--- src/rtl/cpu_mem_arbiter_if.sv ---
// cpu_mem_arbiter_if: CPU, DMA and memory command/response signals shared by the arbiter and its environment
interface cpu_mem_arbiter_if #(
    parameter int ADDR_WIDTH = 16,
    parameter int DATA_WIDTH = 8
);
    logic                  c_req, c_we, c_ack;
    logic                  d_req, d_we, d_ack;
    logic [ADDR_WIDTH-1:0] c_addr, d_addr;
    logic [DATA_WIDTH-1:0] c_wdata, d_wdata, c_rdata, d_rdata;
    logic                  mem_req, mem_we, mem_ready;
    logic [ADDR_WIDTH-1:0] mem_addr;
    logic [DATA_WIDTH-1:0] mem_wdata, mem_rdata;
    modport slave (
        input  c_req, c_we, c_addr, c_wdata, d_req, d_we, d_addr, d_wdata, mem_rdata, mem_ready,
        output c_ack, c_rdata, d_ack, d_rdata, mem_req, mem_we, mem_addr, mem_wdata
    );
    modport master (
        output c_req, c_we, c_addr, c_wdata, d_req, d_we, d_addr, d_wdata, mem_rdata, mem_ready,
        input  c_ack, c_rdata, d_ack, d_rdata, mem_req, mem_we, mem_addr, mem_wdata
    );
endinterface

--- src/rtl/cpu_mem_arbiter.sv ---
// cpu_mem_arbiter: round-robin CPU/DMA arbiter for a single memory port with access timeout
module cpu_mem_arbiter #(
    parameter int ADDR_WIDTH     = 16,
    parameter int DATA_WIDTH     = 8,
    parameter int TIMEOUT_CYCLES = 16
) (
    input  logic               clk,
    input  logic               rst,
    cpu_mem_arbiter_if.slave   bus,
    output logic               timeout_err
);
    localparam int TW = $clog2(TIMEOUT_CYCLES + 1);
    typedef enum logic [1:0] {IDLE, ACCESS, DONE} state_t;
    state_t                state, state_d;
    logic [TW-1:0]         timer;
    logic                  owner, last_dma, pick_d, start, finish;
    logic [ADDR_WIDTH-1:0] sel_addr;
    logic [DATA_WIDTH-1:0] sel_wdata, rd_val;
    always_comb begin
        pick_d    = bus.d_req & ~(bus.c_req & last_dma);
        start     = state == IDLE && (bus.c_req || bus.d_req);
        finish    = state == ACCESS && (bus.mem_ready || timer == TW'(TIMEOUT_CYCLES - 1));
        sel_addr  = pick_d ? bus.d_addr : bus.c_addr;
        sel_wdata = pick_d ? bus.d_wdata : bus.c_wdata;
        rd_val    = bus.mem_ready ? bus.mem_rdata : '1;
        state_d   = start ? ACCESS : finish ? DONE : state == DONE ? IDLE : state;
    end
    always_ff @(posedge clk or negedge rst)
        if (!rst) state <= IDLE;
        else      state <= state_d;
    // a timed-out access completes like a read of all-ones, even for writes
    always_ff @(posedge clk or negedge rst) begin
        if (!rst) begin
            bus.c_ack     <= 1'b0;
            bus.d_ack     <= 1'b0;
            bus.c_rdata   <= '0;
            bus.d_rdata   <= '0;
            bus.mem_req   <= 1'b0;
            bus.mem_we    <= 1'b0;
            bus.mem_addr  <= '0;
            bus.mem_wdata <= '0;
            timer         <= '0;
            owner         <= 1'b0;
            last_dma      <= 1'b1;
            timeout_err   <= 1'b0;
        end else begin
            bus.c_ack <= 1'b0;
            bus.d_ack <= 1'b0;
            if (start) begin
                owner         <= pick_d;
                bus.mem_req   <= 1'b1;
                bus.mem_we    <= pick_d ? bus.d_we : bus.c_we;
                bus.mem_addr  <= sel_addr;
                bus.mem_wdata <= sel_wdata;
                timer         <= '0;
            end
            if (finish) begin
                bus.mem_req <= 1'b0;
                bus.c_ack   <= ~owner;
                bus.d_ack   <= owner;
                last_dma    <= owner;
                if (!bus.mem_ready) timeout_err <= 1'b1;
                if (!bus.mem_ready || !bus.mem_we) begin
                    if (owner) bus.d_rdata <= rd_val;
                    else       bus.c_rdata <= rd_val;
                end
            end else if (state == ACCESS) begin
                timer <= timer + 1'b1;
            end
        end
    end
endmodule

--- src/flat_wrapper.sv ---
// flat-port wrapper written by rule: the top's interface ports become plain ports
module cpu_mem_arbiter_flat 
#(
    parameter int ADDR_WIDTH     = 16,
    parameter int DATA_WIDTH     = 8,
    parameter int TIMEOUT_CYCLES = 16
)
  (clk, rst, timeout_err, bus_c_req, bus_c_we, bus_c_addr, bus_c_wdata, bus_d_req, bus_d_we, bus_d_addr, bus_d_wdata, bus_mem_rdata, bus_mem_ready, bus_c_ack, bus_c_rdata, bus_d_ack, bus_d_rdata, bus_mem_req, bus_mem_we, bus_mem_addr, bus_mem_wdata);
  cpu_mem_arbiter_if #(.ADDR_WIDTH(ADDR_WIDTH), .DATA_WIDTH(DATA_WIDTH)) bus_i ();
  input  logic clk;
  input  logic rst;
  output logic timeout_err;
  input wire logic [$bits(bus_i.c_req)-1:0] bus_c_req;
  input wire logic [$bits(bus_i.c_we)-1:0] bus_c_we;
  input wire logic [$bits(bus_i.c_addr)-1:0] bus_c_addr;
  input wire logic [$bits(bus_i.c_wdata)-1:0] bus_c_wdata;
  input wire logic [$bits(bus_i.d_req)-1:0] bus_d_req;
  input wire logic [$bits(bus_i.d_we)-1:0] bus_d_we;
  input wire logic [$bits(bus_i.d_addr)-1:0] bus_d_addr;
  input wire logic [$bits(bus_i.d_wdata)-1:0] bus_d_wdata;
  input wire logic [$bits(bus_i.mem_rdata)-1:0] bus_mem_rdata;
  input wire logic [$bits(bus_i.mem_ready)-1:0] bus_mem_ready;
  output wire logic [$bits(bus_i.c_ack)-1:0] bus_c_ack;
  output wire logic [$bits(bus_i.c_rdata)-1:0] bus_c_rdata;
  output wire logic [$bits(bus_i.d_ack)-1:0] bus_d_ack;
  output wire logic [$bits(bus_i.d_rdata)-1:0] bus_d_rdata;
  output wire logic [$bits(bus_i.mem_req)-1:0] bus_mem_req;
  output wire logic [$bits(bus_i.mem_we)-1:0] bus_mem_we;
  output wire logic [$bits(bus_i.mem_addr)-1:0] bus_mem_addr;
  output wire logic [$bits(bus_i.mem_wdata)-1:0] bus_mem_wdata;
  assign bus_i.c_req = bus_c_req;
  assign bus_i.c_we = bus_c_we;
  assign bus_i.c_addr = bus_c_addr;
  assign bus_i.c_wdata = bus_c_wdata;
  assign bus_i.d_req = bus_d_req;
  assign bus_i.d_we = bus_d_we;
  assign bus_i.d_addr = bus_d_addr;
  assign bus_i.d_wdata = bus_d_wdata;
  assign bus_i.mem_rdata = bus_mem_rdata;
  assign bus_i.mem_ready = bus_mem_ready;
  assign bus_c_ack = bus_i.c_ack;
  assign bus_c_rdata = bus_i.c_rdata;
  assign bus_d_ack = bus_i.d_ack;
  assign bus_d_rdata = bus_i.d_rdata;
  assign bus_mem_req = bus_i.mem_req;
  assign bus_mem_we = bus_i.mem_we;
  assign bus_mem_addr = bus_i.mem_addr;
  assign bus_mem_wdata = bus_i.mem_wdata;
  cpu_mem_arbiter #(.ADDR_WIDTH(ADDR_WIDTH), .DATA_WIDTH(DATA_WIDTH), .TIMEOUT_CYCLES(TIMEOUT_CYCLES)) u_core (.clk(clk), .rst(rst), .bus(bus_i), .timeout_err(timeout_err));
endmodule
--- config.mk ---
export PLATFORM = sky130hd
export DESIGN_NAME = cpu_mem_arbiter_flat
export DESIGN_NICKNAME = d
export VERILOG_FILES = /design/src/rtl/cpu_mem_arbiter_if.sv /design/src/rtl/cpu_mem_arbiter.sv /design/src/flat_wrapper.sv
export SDC_FILE = /design/constraint.sdc
export NUM_CORES = 1
export LEC_CHECK = 0
export CAP_MARGIN = 20
export CORE_MARGIN = 3
export CORE_UTILIZATION = 38
export CTS_CLUSTER_DIAMETER = 30
export DETAILED_ROUTE_END_ITERATION = 10
export GPL_ROUTABILITY_DRIVEN = 0
export PLACE_DENSITY = 0.77
export SLEW_MARGIN = 15
export SYNTH_ARGS = -nofsm -noshare
export SYNTH_HDL_FRONTEND = slang
export SYNTH_SLANG_ARGS = --single-unit
--- constraint.sdc ---
create_clock -name clk -period 2.1 [get_ports clk]
set_clock_uncertainty 0.2 [all_clocks]
set_input_delay 0.42 -clock clk [delete_from_list [all_inputs] [get_ports clk]]
set_output_delay 0.42 -clock clk [all_outputs]
set_load 0.1 [all_outputs]
==> results.yml <==
logic_synthesis:
  yosysSeqAreaShare_pct: 56.2
  ys_types: 33
  syn-cell-area_sq_um: 2400
  synth-seq-cells: 54
  synth_warnings: 0
  synth_fp_nets: 266
  syn-instance-count: 201
  synth.avg_cell_area_sq_um: 12.0
  synth_area_leaders: "dfrtp_1 55%, mux2i_1 10%, o21ai_0 6.0%"
  synth_top_cell_area_share_pct: 55.2
  synth_top_area_cell: "dfrtp_1"
cells_and_area:
  layout_commonest_cell: "clkdlybuf4s50_1"
  layout_common_cells: "61 x clkdlybuf4s50_1, 53 x dfrtp_1, 49 x buf_12, 32 x nand2_1, 27 x o21ai_0"
  layout-drive-gt1-share_pct: 29.6
  area_growth_pct: 77.3
  diodes: 0
  fill_cells: 439
  nets: 385
global_routing:
  grtUsageTotal_pct: 17.0
  grt_pass1_wl_mm: 9.80
  grt_max_degree: 53
  antenna_found_initial: 0
  grt_pass1_vias: 2090
  gr-total-overflow: 0
sta:
  timing.setup.tns_ps: 0
  tightest_slew_ps: 543
  max_freq_ghz: 0.478
  setup_viol: 0
  relSlewSlack_pct: 63.8
  period_share_pct: 99.5
  rsz0062_at_grt: "true"
  final_hold_viol_count: 0
  finalCriticalPeriod_ps: 2090
  finalMaxSlewViolations: 0
  hold_ws_ps: 300
worst_setup_path:
  cp-startpoint: "u_core.timer[0]$_DFF_PN0_"
  regToRegSetupSlack_ps: 10
  reg2reg_to: "u_core.timer[3]$_DFF_PN0_"
  critical_path_class: "register to register"
  reg2reg_depth: 6
  cp_data_arrival_time_ps: 2100
  worst-path-max-fanout: 4
  r2r_start: "u_core.timer[0]$_DFF_PN0_"
  cp_data_required_time_ps: 2110
  cp-endpoint: "u_core.timer[3]$_DFF_PN0_"
  end_kind: "register"
  cp-start-kind: "register"
drt:
  dr.pass1.iters: 4
  post-route-drc-count: 0
  first_iter_violations: 55
  drtAntennaViolNets: 0
  vias_per_cell: 4.78
  vias: 1892
  drt_wl_total_mm: 5.89
  wl_per_cell_um: 14.9
clocking:
  post_cts_buffers: 0
  cts_tree: "done"
  cts.sinks: 54
  cts_buffers: 5
  htree_levels: 2
  clkLatencyLatePin_ps: 300
  clk_pin_slew_ps: 90
  clockRootBuffer: "clkbuf_8"
  cts_max_path_buffers: 2
floorplanning:
  ioPinCount: 108
  start_util_pct: 39.9
  dieWidth_um: 85.6
  coreArea_sq_um: 6030
  die-area_sq_um: 7320
  die_h_um: 85.6
  rows: 28
min_path:
  min_path_type: "register to register"
outcome:
  outcome: "completed"
job:
  drv_cap: 0
placed_design:
  hpwl_mm: 4.78
  portBuffers: 107
how the worst min path moves through the flow:
stage,start,to,slack (ps),cells past startpoint
2_1_floorplan,rst,u_core.bus.c_ack$_DFF_PN0_,-80,0
3_3_place_gp,rst,u_core.timer[2]$_DFF_PN0_,230,1
3_5_place_dp,rst,u_core.timer[3]$_DFF_PN0_,240,1
4_1_cts,u_core.timer[3]$_DFF_PN0_,u_core.timer[3]$_DFF_PN0_,300,1
5_1_grt,u_core.timer[3]$_DFF_PN0_,u_core.timer[3]$_DFF_PN0_,310,1
6_report,u_core.timer[3]$_DFF_PN0_,u_core.timer[3]$_DFF_PN0_,300,1
kinds of logic (layout without fill, tap and decap cells):
family / count (synthesis) / count (layout) / synth area share (%)
DFF: 54 / 54 / 56.2
adders and majority gates: 2 / 2 / 1.04
buffers and inverters: 12 / 132 / 2.55
AOI/OAI and AO/OA: 40 / 40 / 10.5
muxes: 42 / 42 / 19.6
and+or+nand+nor: 51 / 51 / 10.1
state kept, by name, indices dropped and copies added, names as in the netlist, 2 cells and up:
| register | count |
|---|---|
| u_core.bus.mem_addr | 16 |
| u_core.bus.mem_wdata | 8 |
| u_core.state | 2 |
| u_core.timer | 5 |
| u_core.bus.d_rdata | 8 |
| u_core.bus.c_rdata | 8 |
critical path, stage by stage, from the launching register on:
cell     delay (ps)
dfrtp_1         390
ha_2            190
and3_4          180
ha_4            160
buf_4           140
or4b_4          500
o31ai_1         230
layer usage:
layer / up-vias / GRT usage [%] / wire length, um
li1: 932 / - / -
met1: 865 / 19.1 / 2230
met2: 90 / 29.3 / 2920
met3: 5 / 7.97 / 683
met4: 0 / 4.32 / 50
met5: - / 0 / 0
cell usage after synthesis, drive strengths merged:
library cell  instances
dfrtp                53
nand2                32
o21ai                30
mux2i                25
mux2                 17
nand2b                8
clkbuf                6
buf                   4
nor2                  4
ha                    2
inv                   2
a211o                 1
a211oi                1
a21boi                1
a21o                  1
a21oi                 1
a22o                  1
and2                  1
and2b                 1
and3                  1
dfstp                 1
nand3                 1
nor4b                 1
o21bai                1
o2bb2ai               1
o31a                  1
o31ai                 1
or2                   1
or4b                  1
stage by stage:
stage	cells	instance area, sq um	worst slack, ps	util [%]
after floorplan	201	2420	28.7	-
after global placement	387	4150	-131	68.8
after detailed placement	387	4150	-178	68.8
after CTS	396	4250	-0.317	70.5
after global routing	396	4260	-51.1	70.7
final	396	4260	10.0	70.7
cell type report:
cell class                 count  area [sq um]  share of cell area (%)
timing repair buffer         122          1680                    39.4
sequential                    54          1350                    31.7
multi-input combinational    135          1050                    24.6
tap                           75          93.8                    2.20
clock buffer                   8          80.1                    1.88
inverter                       2          7.51                   0.176
repair_timing:
item	4_1_cts	5_1_grt
hold endpoints to repair	20	0
hold buffers	1	0
endpoints found under the setup margin	10	10
gates resized for setup	3	4
Power is left out: the tool's default activity adds up to more than one toggle a clock period on the data nets, which glitch-free logic cannot reach.
==> edit, RTL diff (config.mk and constraints unchanged) <==
Encoding of `state_t`: now one-hot (3 bits for 3 states).
--- a/src/rtl/cpu_mem_arbiter.sv
+++ b/src/rtl/cpu_mem_arbiter.sv
@@ -12,3 +12,3 @@
     localparam int TW = $clog2(TIMEOUT_CYCLES + 1);
-    typedef enum logic [1:0] {IDLE, ACCESS, DONE} state_t;
+    typedef enum logic [2:0] {IDLE = 3'b001, ACCESS = 3'b010, DONE = 3'b100} state_t;
     state_t                state, state_d;
Behaviour: no difference found for any inputs over 10 cycles, from zero or initial values and one cycle with rst low; not proved beyond that.
==> edit against the unedited design <==
Routed wire length increased by 3.5%; first-iteration DRC count rose by 71%; synthesized area down 0.73%; via count up 5.4%; final area down 1.6%; sequential cell count rose by 1; worst hold slack got worse by 0.0049 ns; die area decreased by 0.68%; cell count rose by 1.8%; setup slack improved by 0.055 ns; critical endpoint unchanged.
Power is left out: it rests on default switching activity, and per cell area and clock period it moved more than threefold.
==> edit: results (changes against the unedited design) <==
- Outcome: finished clean
- Synth Area in Compound Gates: 15.0% (+4.5 points)
- CP max stage cell: dfrtp_1
- Worst r2r path cells: 8 (+2)
- Syn_nets: 274 (+3.0%)
- Via/cell ratio: 4.95 (+3.6%)
- Post-synthesis mux area share: 11.0% (-8.7 points)
- Total Wirelength: 6090 um (+3.5%)
- Unique masters post-synth: 32 (-3.0%)
- WP data arrival: 2.03 ns (-0.07 ns)
- Synth area leaders: dfrtp_1 56%, mux2i_1 10%, o21ai_0 6.1%, nand2_1 5.0%, o22a_1 4.0%
- Layout Nets: 392 (+1.8%)
- Slowest stage delay, CP: 0.40 ns (-0.10 ns)
- Total Routing Usage GR: 17.5% (+0.51 points)
- Hold Path Stages: 1 (unchanged)
- Synth Area in Adders: 1.05% (+0.0076 points)
- Largest net degree at the start of global routing: 37 (-30%)
- Number of DRC markers in iteration 0: 94 (+71%)
- Sequential share of the synthesized area: 57.8% (+1.5 points)
- Post-synth top cells: 53 x dfrtp_1, 32 x nand2_1, 29 x o21ai_0
- Number of global-route vias before repair: 2109 (+0.91%)
- Hpwl dp: 4890 um (+2.4%)
- First-pass GRT wire length: 10100 um (+3.3%)
- R2r setup slk: 0.07 ns (+0.06 ns)
- Crit path capture: u_core.timer[3]$_DFF_PN0_
- Number of flip-flops in the largest register: 16 (unchanged)
## edit: per-layer routing
metal | vias up | share of wire [%] | global-route usage [%]
met5 | - | 0 | 0
met4 | 0 | 0.76 | 4.46
met3 | 4 | 8.3 | 6.21
met2 | 75 | 52 | 31.2
met1 | 937 | 39 | 20.0
li1 | 978 | - | -
## edit: what timing repair did
| item | in CTS | in global routing |
|---|---|---|
| pin swaps | 0 | 1 |
| hold buffers | 1 | 0 |
| setup buffers | 0 | 1 |
| endpoints found under the hold margin | 19 | 0 |
| resized for setup | 2 | 6 |
| setup endpoints to repair | 5 | 17 |
## edit: layout make-up
class,instances,area (um^2)
timing repair buffer,123,1640
fill,462,1800
clock buffer,5,68.8
multi-input combinational,138,973
clock inverter,3,20.0
inverter,4,15.0
sequential,55,1380
tap,75,93.8
## edit: per-stage QoR
step | instances | utilization [%] | hold slack, ns | setup TNS [ns] | worst slack [ns]
6_report | 403 | 70.0 | 0.295 | 0 | 0.0651
5_1_grt | 403 | 70.0 | 0.302 | 0 | 0.0127
4_1_cts | 402 | 69.5 | 0.292 | -0.0102 | -0.0102
3_5_place_dp | 393 | 67.8 | 0.229 | -1.65 | -0.173
3_3_place_gp | 393 | 67.8 | 0.229 | -0.445 | -0.0642
2_1_floorplan | 209 | - | -0.0756 | 0 | 0.0788
## edit: cell families after synthesis
logic type,Yosys count
and+or+nand+nor,56
muxes,26
buffers and inverters,16
DFF,55
AOI/OAI and AO/OA,54
adders and majority gates,2
## edit: critical path: cells and delay by family, from the launching register on
kind,cells,cell delay [ns]
and+or+nand+nor,3,0.50
DFF,1,0.40
adders and majority gates,2,0.40
AOI/OAI and AO/OA,2,0.27
buffers and inverters,1,0.14
